### config.mk
export PLATFORM = sky130hd
export DESIGN_NAME = alu_op_issue_flat
export DESIGN_NICKNAME = d
export VERILOG_FILES = /design/src/rtl/alu_pkg.sv /design/src/rtl/alu_op_issue_if.sv /design/src/rtl/alu_op_issue_fifo2.sv /design/src/rtl/alu_op_issue.sv /design/src/flat_wrapper.sv
export SDC_FILE = /design/constraint.sdc
export NUM_CORES = 1
export LEC_CHECK = 0
export CORE_MARGIN = 4
export CORE_UTILIZATION = 45
export DETAILED_ROUTE_END_ITERATION = 8
export GPL_ROUTABILITY_DRIVEN = 0
export PLACE_DENSITY = 0.68
export SLEW_MARGIN = 20
export SYNTH_ARGS = -nofsm -noshare
export SYNTH_HDL_FRONTEND = slang
export SYNTH_HIERARCHICAL = 1
export SYNTH_SLANG_ARGS = --single-unit
export TNS_END_PERCENT = 50
### constraint.sdc
create_clock -name clk -period 2.2 [get_ports clk]
set_input_delay 0.55 -clock clk [delete_from_list [all_inputs] [get_ports clk]]
set_output_delay 0.55 -clock clk [all_outputs]
set_load 0.1 [all_outputs]
### src/rtl/alu_pkg.sv
// alu_pkg: ALU operation/ALUOp encodings, FIFO entry type and funct decode function
package alu_pkg;
    typedef enum logic [3:0] {
        AND = 4'b0000,
        XOR = 4'b0001,
        ADD = 4'b0010,
        SUB = 4'b0011,
        SLL = 4'b0110,
        EQ  = 4'b1000,
        NOP = 4'b1111
    } alu_op_t;
    typedef enum logic [1:0] {LDST, BRANCH, RTYPE, ITYPE} aluop_t;
    localparam logic [6:0] F7_BASE = 7'b0000000;
    localparam logic [6:0] F7_ALT  = 7'b0100000;
    typedef struct packed {
        alu_op_t op;
        logic    illegal;
    } entry_t;
    localparam entry_t ENTRY_RST = '{NOP, 1'b0};
    // Anything not matched falls through to NOP with illegal set.
    function automatic entry_t decode(aluop_t a, logic [2:0] f3, logic [6:0] f7);
        entry_t e;
        e = '{NOP, 1'b1};
        case (a)
            LDST:   e = '{ADD, 1'b0};
            BRANCH: if (f3 == 3'b000) e = '{EQ, 1'b0};
            RTYPE:
                case (f3)
                    3'b000: if (f7 == F7_BASE) e = '{ADD, 1'b0};
                            else if (f7 == F7_ALT) e = '{SUB, 1'b0};
                    3'b111: if (f7 == F7_BASE) e = '{AND, 1'b0};
                    3'b100: if (f7 == F7_BASE) e = '{XOR, 1'b0};
                    3'b001: if (f7 == F7_BASE) e = '{SLL, 1'b0};
                    default: ;
                endcase
            ITYPE:
                case (f3)
                    3'b000: e = '{ADD, 1'b0};
                    3'b111: e = '{AND, 1'b0};
                    3'b100: e = '{XOR, 1'b0};
                    3'b001: if (f7 == F7_BASE) e = '{SLL, 1'b0};
                    default: ;
                endcase
        endcase
        return e;
    endfunction
endpackage

### src/rtl/alu_op_issue_if.sv
// alu_op_issue_if: decode-side input channel and execute-side output channel
//   in_valid/in_ready + ALUOp/Funct3/Funct7 : decoded fields from the decode stage
//   out_valid/out_ready + Operation/illegal : queued ALU operation toward execute
//   master = environment view, slave = issue block view
interface alu_op_issue_if #(parameter int OPCODE_LENGTH = 4);
    logic                     in_valid;
    logic                     in_ready;
    logic [1:0]               ALUOp;
    logic [2:0]               Funct3;
    logic [6:0]               Funct7;
    logic                     out_valid;
    logic                     out_ready;
    logic [OPCODE_LENGTH-1:0] Operation;
    logic                     illegal;
    modport master (
        output in_valid, ALUOp, Funct3, Funct7, out_ready,
        input  in_ready, out_valid, Operation, illegal
    );
    modport slave (
        input  in_valid, ALUOp, Funct3, Funct7, out_ready,
        output in_ready, out_valid, Operation, illegal
    );
endinterface

### src/rtl/alu_op_issue_fifo2.sv
// alu_op_fifo2: 2-entry register FIFO with valid/ready on both sides
//   clk, rst_n                    : clock, async active-low reset
//   in_valid/in_ready/in_data     : write channel (in_ready from registered count only)
//   out_valid/out_ready/out_data  : read channel, out_data is the head entry
module alu_op_fifo2 #(
    parameter int           W       = 5,
    parameter logic [W-1:0] RST_VAL = '0
) (
    input  logic         clk,
    input  logic         rst_n,
    input  logic         in_valid,
    output logic         in_ready,
    input  logic [W-1:0] in_data,
    output logic         out_valid,
    input  logic         out_ready,
    output logic [W-1:0] out_data
);
    logic [W-1:0] mem [2];
    logic         wp, rp;
    logic [1:0]   count;
    logic         push, pop;
    assign in_ready  = count != 2'd2;
    assign out_valid = count != 2'd0;
    assign out_data  = mem[rp];
    assign push      = in_valid & in_ready;
    assign pop       = out_valid & out_ready;
    always_ff @(posedge clk or negedge rst_n) begin
        if (!rst_n) begin
            mem[0] <= RST_VAL;
            mem[1] <= RST_VAL;
            wp     <= 1'b0;
            rp     <= 1'b0;
            count  <= 2'd0;
        end else begin
            if (push) mem[wp] <= in_data;
            if (push) wp <= ~wp;
            if (pop) rp <= ~rp;
            count <= count + 2'(push) - 2'(pop);
        end
    end
endmodule

### src/rtl/alu_op_issue.sv
// alu_op_issue: decodes ALUOp/Funct3/Funct7 into an ALU operation, queues it, counts illegal entries
//   clk, rst_n     : clock, async active-low reset
//   bus            : alu_op_issue_if slave (input fields channel, output operation channel)
//   clr_count      : synchronous clear of illegal_count, wins over an increment
//   illegal_count  : saturating count of accepted illegal entries
module alu_op_issue import alu_pkg::*; #(
    parameter int OPCODE_LENGTH = 4,
    parameter int CNT_WIDTH     = 16
) (
    input  logic                 clk,
    input  logic                 rst_n,
    alu_op_issue_if.slave        bus,
    input  logic                 clr_count,
    output logic [CNT_WIDTH-1:0] illegal_count
);
    entry_t dec, head;
    logic   push;
    assign dec  = decode(aluop_t'(bus.ALUOp), bus.Funct3, bus.Funct7);
    assign push = bus.in_valid & bus.in_ready;
    alu_op_fifo2 #(.W($bits(entry_t)), .RST_VAL(ENTRY_RST)) u_fifo (
        .clk       (clk),
        .rst_n     (rst_n),
        .in_valid  (bus.in_valid),
        .in_ready  (bus.in_ready),
        .in_data   (dec),
        .out_valid (bus.out_valid),
        .out_ready (bus.out_ready),
        .out_data  (head)
    );
    assign bus.Operation = OPCODE_LENGTH'(head.op);
    assign bus.illegal   = head.illegal;
    always_ff @(posedge clk or negedge rst_n) begin
        if (!rst_n) illegal_count <= '0;
        else if (clr_count) illegal_count <= '0;
        else if (push && dec.illegal && !(&illegal_count)) illegal_count <= illegal_count + CNT_WIDTH'(1);
    end
endmodule

### src/flat_wrapper.sv
// flat-port wrapper written by rule: the top's interface ports become plain ports
module alu_op_issue_flat import alu_pkg::*;
#(
    parameter int OPCODE_LENGTH = 4,
    parameter int CNT_WIDTH     = 16
)
  (clk, rst_n, clr_count, illegal_count, bus_in_valid, bus_ALUOp, bus_Funct3, bus_Funct7, bus_out_ready, bus_in_ready, bus_out_valid, bus_Operation, bus_illegal);
  alu_op_issue_if #(.OPCODE_LENGTH(OPCODE_LENGTH)) bus_i ();
  input  logic clk;
  input  logic rst_n;
  input  logic clr_count;
  output logic [CNT_WIDTH-1:0] illegal_count;
  input wire logic [$bits(bus_i.in_valid)-1:0] bus_in_valid;
  input wire logic [$bits(bus_i.ALUOp)-1:0] bus_ALUOp;
  input wire logic [$bits(bus_i.Funct3)-1:0] bus_Funct3;
  input wire logic [$bits(bus_i.Funct7)-1:0] bus_Funct7;
  input wire logic [$bits(bus_i.out_ready)-1:0] bus_out_ready;
  output wire logic [$bits(bus_i.in_ready)-1:0] bus_in_ready;
  output wire logic [$bits(bus_i.out_valid)-1:0] bus_out_valid;
  output wire logic [$bits(bus_i.Operation)-1:0] bus_Operation;
  output wire logic [$bits(bus_i.illegal)-1:0] bus_illegal;
  assign bus_i.in_valid = bus_in_valid;
  assign bus_i.ALUOp = bus_ALUOp;
  assign bus_i.Funct3 = bus_Funct3;
  assign bus_i.Funct7 = bus_Funct7;
  assign bus_i.out_ready = bus_out_ready;
  assign bus_in_ready = bus_i.in_ready;
  assign bus_out_valid = bus_i.out_valid;
  assign bus_Operation = bus_i.Operation;
  assign bus_illegal = bus_i.illegal;
  alu_op_issue #(.OPCODE_LENGTH(OPCODE_LENGTH), .CNT_WIDTH(CNT_WIDTH)) u_core (.clk(clk), .rst_n(rst_n), .bus(bus_i), .clr_count(clr_count), .illegal_count(illegal_count));
endmodule
* After elaboration in Yosys (flattened, before gate mapping)
Index checks and enable logic that the tools add are counted.
Storage, ports and cells: flip-flop bits (word level) 30, output and inout port bits 23, logic and storage cells 53
Cells by class: $add $sub $neg 3, order comparisons 3, equality and inequality tests 8, muxes and demuxes 17, bitwise gates (word level) 6, reduce and logical (&&, ||, !) cells 10
Operator list (count):
- $pmux W5 S4 | 3
- $mux W5 | 9
- $mux W16 | 2
- $add A16 B1 Y16 const B | 1
- $reduce_and A16 Y1 | 1
- $bwmux W10 | 1
- $eq A7 B6 Y1 const B | 1
- $logic_not A7 Y1 | 1
- $eq A3 B3 Y1 const B | 2
- $demux W5 S1 | 1
- $eq A2 B2 Y1 const B | 2
- $ge A2 B2 Y1 const B | 2
- $mux W4 | 1
- $not A1 Y2 | 2
- $reduce_bool A2 Y1 | 2
- $eq A3 B1 Y1 const B | 1
- $logic_and A1 B1 Y1 | 3
- $logic_not A3 Y1 | 1
- $add A2 B1 Y2 | 1
- $and A1 B1 Y1 | 2
- $eq A2 B1 Y1 const B | 1
- $logic_not A2 Y1 | 1
- $lt A2 B1 Y1 const B | 1
- $ne A2 B2 Y1 const B | 1
- other kinds (3) | 4

* Logic depth before layout (Yosys ltp)
depth in word-level cells 9, depth in mapped cells 9

* Modules after synthesis
Netlist, hierarchy kept.
Modules (own cells, without submodules):
- alu_op_issue | instances 1, cells an instance 130, area an instance 1108.6 um^2
- alu_op_fifo2 | instances 1, cells an instance 46, area an instance 709.4 um^2

* Worst setup path before layout
OpenSTA, ideal clock, no wires.
path type flip-flop to flip-flop, from register u_core.illegal_count[0], to register u_core.illegal_count[1], library setup time 132 ps, data arrival time 2445 ps, slack -377 ps, cell stages (with the launch flop) 10, path buffers 2, period minus slack after synthesis 2577 ps, path through dfrtp_1 -> ha_1 -> nand4_1 -> nor2_1 -> a21oi_4 -> o21ai_2 -> buf_6 -> buf_6 -> mux2i_1 -> nor2_1
On the way: word-level cells in the longest chain between the ends 4
RTL lines:
- from (decl) | line alu_op_issue.sv:14 | output logic [CNT_WIDTH-1:0] illegal_count
- from (signal assigned) | line alu_op_issue.sv:35 | else if (push && dec.illegal && !(&illegal_count)) illegal_count <= illegal_count + CNT_WIDTH'(1);
- branches (longest 4 deep; another with $add A16 B1 Y16)
Several ways; the timed one is not identified. The select of a mux whose other input is x is not followed. A chain may end at the register's enable or synchronous reset.

* Final worst setup path
from input port bus_ALUOp[1], to register u_core.illegal_count[10]
On the way: word-level cells in the longest chain between the ends 5
RTL lines:
- from (decl) | line flat_wrapper.sv:14 | input wire logic [$bits(bus_i.ALUOp)-1:0] bus_ALUOp;
- $eq A2 B2 Y1, or another cell as far along | line alu_pkg.sv:24 | case (a)
- $pmux W5 S4 * | line alu_pkg.sv:24
- $logic_and A1 B1 Y1 * (2 in series) | line alu_op_issue.sv:35
- $reduce_bool A2 Y1 (no source line) *
Every way passes the cells marked *; elsewhere a longest branch is shown, timed or not.

==> results.cfg <==
[logic_synthesis]
ys.flop_type = dfrtp_1
synth_edf_count = 0
yosys_register_bits = 30
synthAdderAreaFrac_pct = 2.06
synth_compound_gate_area_share_pct = 15.2
netlist_instances = 176
muxShareOfSynthArea_pct = 11.9
synth_seq_area_share_pct = 41.8
synth_top_family_by_area = simple AND/OR/NAND/NOR gates
syn-num-nets = 196
avgSynthCellArea_um2 = 10.3
ys_warn_count = 6
synth-simple-area-share_pct = 19.4
synth_xor_area_share_pct = 4.34
synthArstFlopShare_pct = 100
ys_types = 46
synth_area_um2 = 1820

[setup_path]
worst-path-buf-inv = 3
crit_slowest_cell = clkdlybuf4s50_1
worstPathCellList = clkdlybuf4s50_1 > nor2b_2 > o21a_4 > o21ai_2 > buf_4 > buf_12 > or4_1 > a21oi_2
cpPeakStageDelay_ps = 520
cp_top_family = buffers and inverters
setup.worst_path.class = in2reg
arrival_ps = 2390
cp-start-kind = input port
cp_max_fo = 10
crit_path_end_kind = flop
critical_path_required_ps = 2410

[run_status]
outcome = completed

[place]
place_ws_ps = -417
numPortBuffers = 39
placed_area_um2 = 2430
hpwl_um = 3280
dp.cells = 278

[layout]
drive_above_1_share_pct = 48.1
antennaDiodeCount = 0
syn_to_final_growth_pct = 46.2
stdcell_count = 291
stdcell_area_um2 = 2660
nets = 262

[clocking]
cts_tree = built
holdBufCountCts = 0
clockBufferDepth = 2
numClockSinks = 30
cts_root_buf = clkbuf_8
cts.clk_slew.worst_paths_ps = 60
cts_max_level = 2
numCtsBuffers = 5
clk_latency_ps = 280

[global_route]
grt_max_degree = 31
grt_pass1_vias = 1707
globalRouteTotalUtil_pct = 19.1
antenna_found_initial = 0
globalRouteOverflowTotal = 0
grt_pass1_wl_um = 7850

[timing]
worstMarginPinSlew_ps = 523
fmax_mhz = 458
setup_violations = 0
hold_viol = 0
final_max_slew_viol_count = 0
period_share_pct = 99.3
slew_headroom_pct = 65.0
rsz0062_at_grt = true
finalCriticalPeriod_ps = 2180
timing.final.ws_setup_ps = 15.0
whs_ps = 476
fin_skew_ps = 4.82

[die]
rows = 22
die_w_um = 71.6
die_y_um = 71.6
die_area_um2 = 5120
start_util_pct = 48.2
pin_count = 40
coreArea_um2 = 3770

[routing]
wire_per_inst_um = 16.6
dr.pass1.iters = 4
drtIter0Drc = 113
drc_errors = 0
drtAntennaViolNets = 0
vias = 1623
vias_per_cell = 5.58
totalWireLength_um = 4830

[pwr]
power_density_nw_per_um2 = 1130
p_leak_nw = 1.16
peakVddDrop_v = 0.00139

[hold_path]
hp-class = reg2reg

[flow_run]
cap_viol_max_count = 0
==> area by class of cell <==
type                    count  area (µm²)
clock buffers               7        86.3
clock inverters             1        5.00
fillers                   269        1110
inverters                   6        22.5
multi-input cells         131        1050
flip-flops and latches     30         781
well taps                  48        60.1
repair buffers             68         651
==> power breakdown <==
group          leakage (nW)  total (mW)  internal (mW)  switching, mW
Clock                0.0482       0.454          0.252          0.202
Combinational         0.753        1.72          0.719          0.999
Sequential            0.357       0.844          0.739          0.106
Total                  1.16        3.02           1.71           1.31
==> final timing paths <==
kind,startpoint,endpoint,slack (ps),cells past startpoint
worst max-delay path,bus_ALUOp[1],u_core/illegal_count[10],20,8
worst min-delay path,u_core/u_fifo/wp,u_core/u_fifo/wp,480,1
worst max register to register,u_core/illegal_count[5],u_core/illegal_count[10],80,8
worst min register to register,u_core/u_fifo/wp,u_core/u_fifo/wp,480,1
max in group asynchronous,rst_n,u_core/u_fifo/mem[8],1230,2
min in group asynchronous,rst_n,u_core/illegal_count[0],650,2
==> metrics by stage <==
stage	total power, mW	util [%]	TNS, ps
6_report	3.02	70.5	0
5_1_grt	3.16	70.5	-62.2
4_1_cts	3.03	69.4	0
3_5_place_dp	2.52	64.4	-7130
3_3_place_gp	2.49	64.4	-6150
2_1_floorplan	2.01	-	0
==> registers in the layout (all words and copies together) (netlist names) <==
signal,cells
u_core/illegal_count,16
u_core/u_fifo/rp,1
u_core/u_fifo/count,2
u_core/u_fifo/wp,1
u_core/u_fifo/mem,10
==> metal layers <==
layer	up-vias	part of all wire [%]	track usage (%)
met5	-	0	0
met4	0	1.3	4.59
met3	6	5.2	4.91
met2	47	49	32.0
met1	808	44	24.6
li1	762	-	-
==> cells by family (layout without fill, tap and decap cells) <==
group	Yosys count	count (layout)
simple gates	63	63
compound gates	40	40
buf+inv	15	82
xor+xnor	9	9
fa+ha+maj	3	3
flops	30	30
mux	16	16
==> Yosys cell counts, types with 2 or more instances <==
cell	number	area [µm²]
buf_6	5	56.3
inv_1	6	22.5
mux2_4	10	150
o2111ai_1	2	17.5
o211ai_1	2	15.0
nand3_1	6	30.0
clkbuf_1	2	7.51
or4_1	5	37.5
xnor2_1	3	26.3
o21ai_0	7	35.0
dfrtp_1	22	551
nor2b_1	2	12.5
and2_1	2	12.5
or3_1	5	31.3
nand4_1	3	18.8
nor2_1	13	48.8
ha_1	3	37.5
o31ai_1	4	30.0
dfstp_2	8	210
nand2_1	14	52.6
xor2_1	6	52.6
a21oi_1	12	60.1
o21ai_1	4	20.0
mux2_2	5	56.3
and3_1	4	25.0
==> cells in the final DEF (no fill, tap or decap), drive strengths merged, types with 4 or more instances in the layout <==
cell / count
xor2: 6
nand3: 6
mux2: 15
clkdlybuf4s50: 6
buf: 51
nand2: 14
or3: 5
o31ai: 4
inv: 6
or4: 5
a21oi: 13
clkbuf: 7
nor2: 13
o21ai: 12
and3: 4
dfstp: 8
dlygate4sd2: 10
dfrtp: 22
==> worst reg2reg max path, delay by kind of cell (launching register included) <==
kind                   cells  cell delay, ps
AOI/OAI and AO/OA          3             390
buffers and inverters      2             270
DFF                        1             430
and+or+nand+nor            3             950
==> repair_timing <==
| action | 4_1_cts | 5_1_grt |
|---|---|---|
| endpoints found under the setup margin | 18 | 11 |
| resized for setup | 22 | 6 |
| gates cloned | 1 | 0 |
| buffers inserted | 4 | 0 |
| pin swaps | 11 | 3 |
Note: power is estimated with default switching activity, not from simulation.
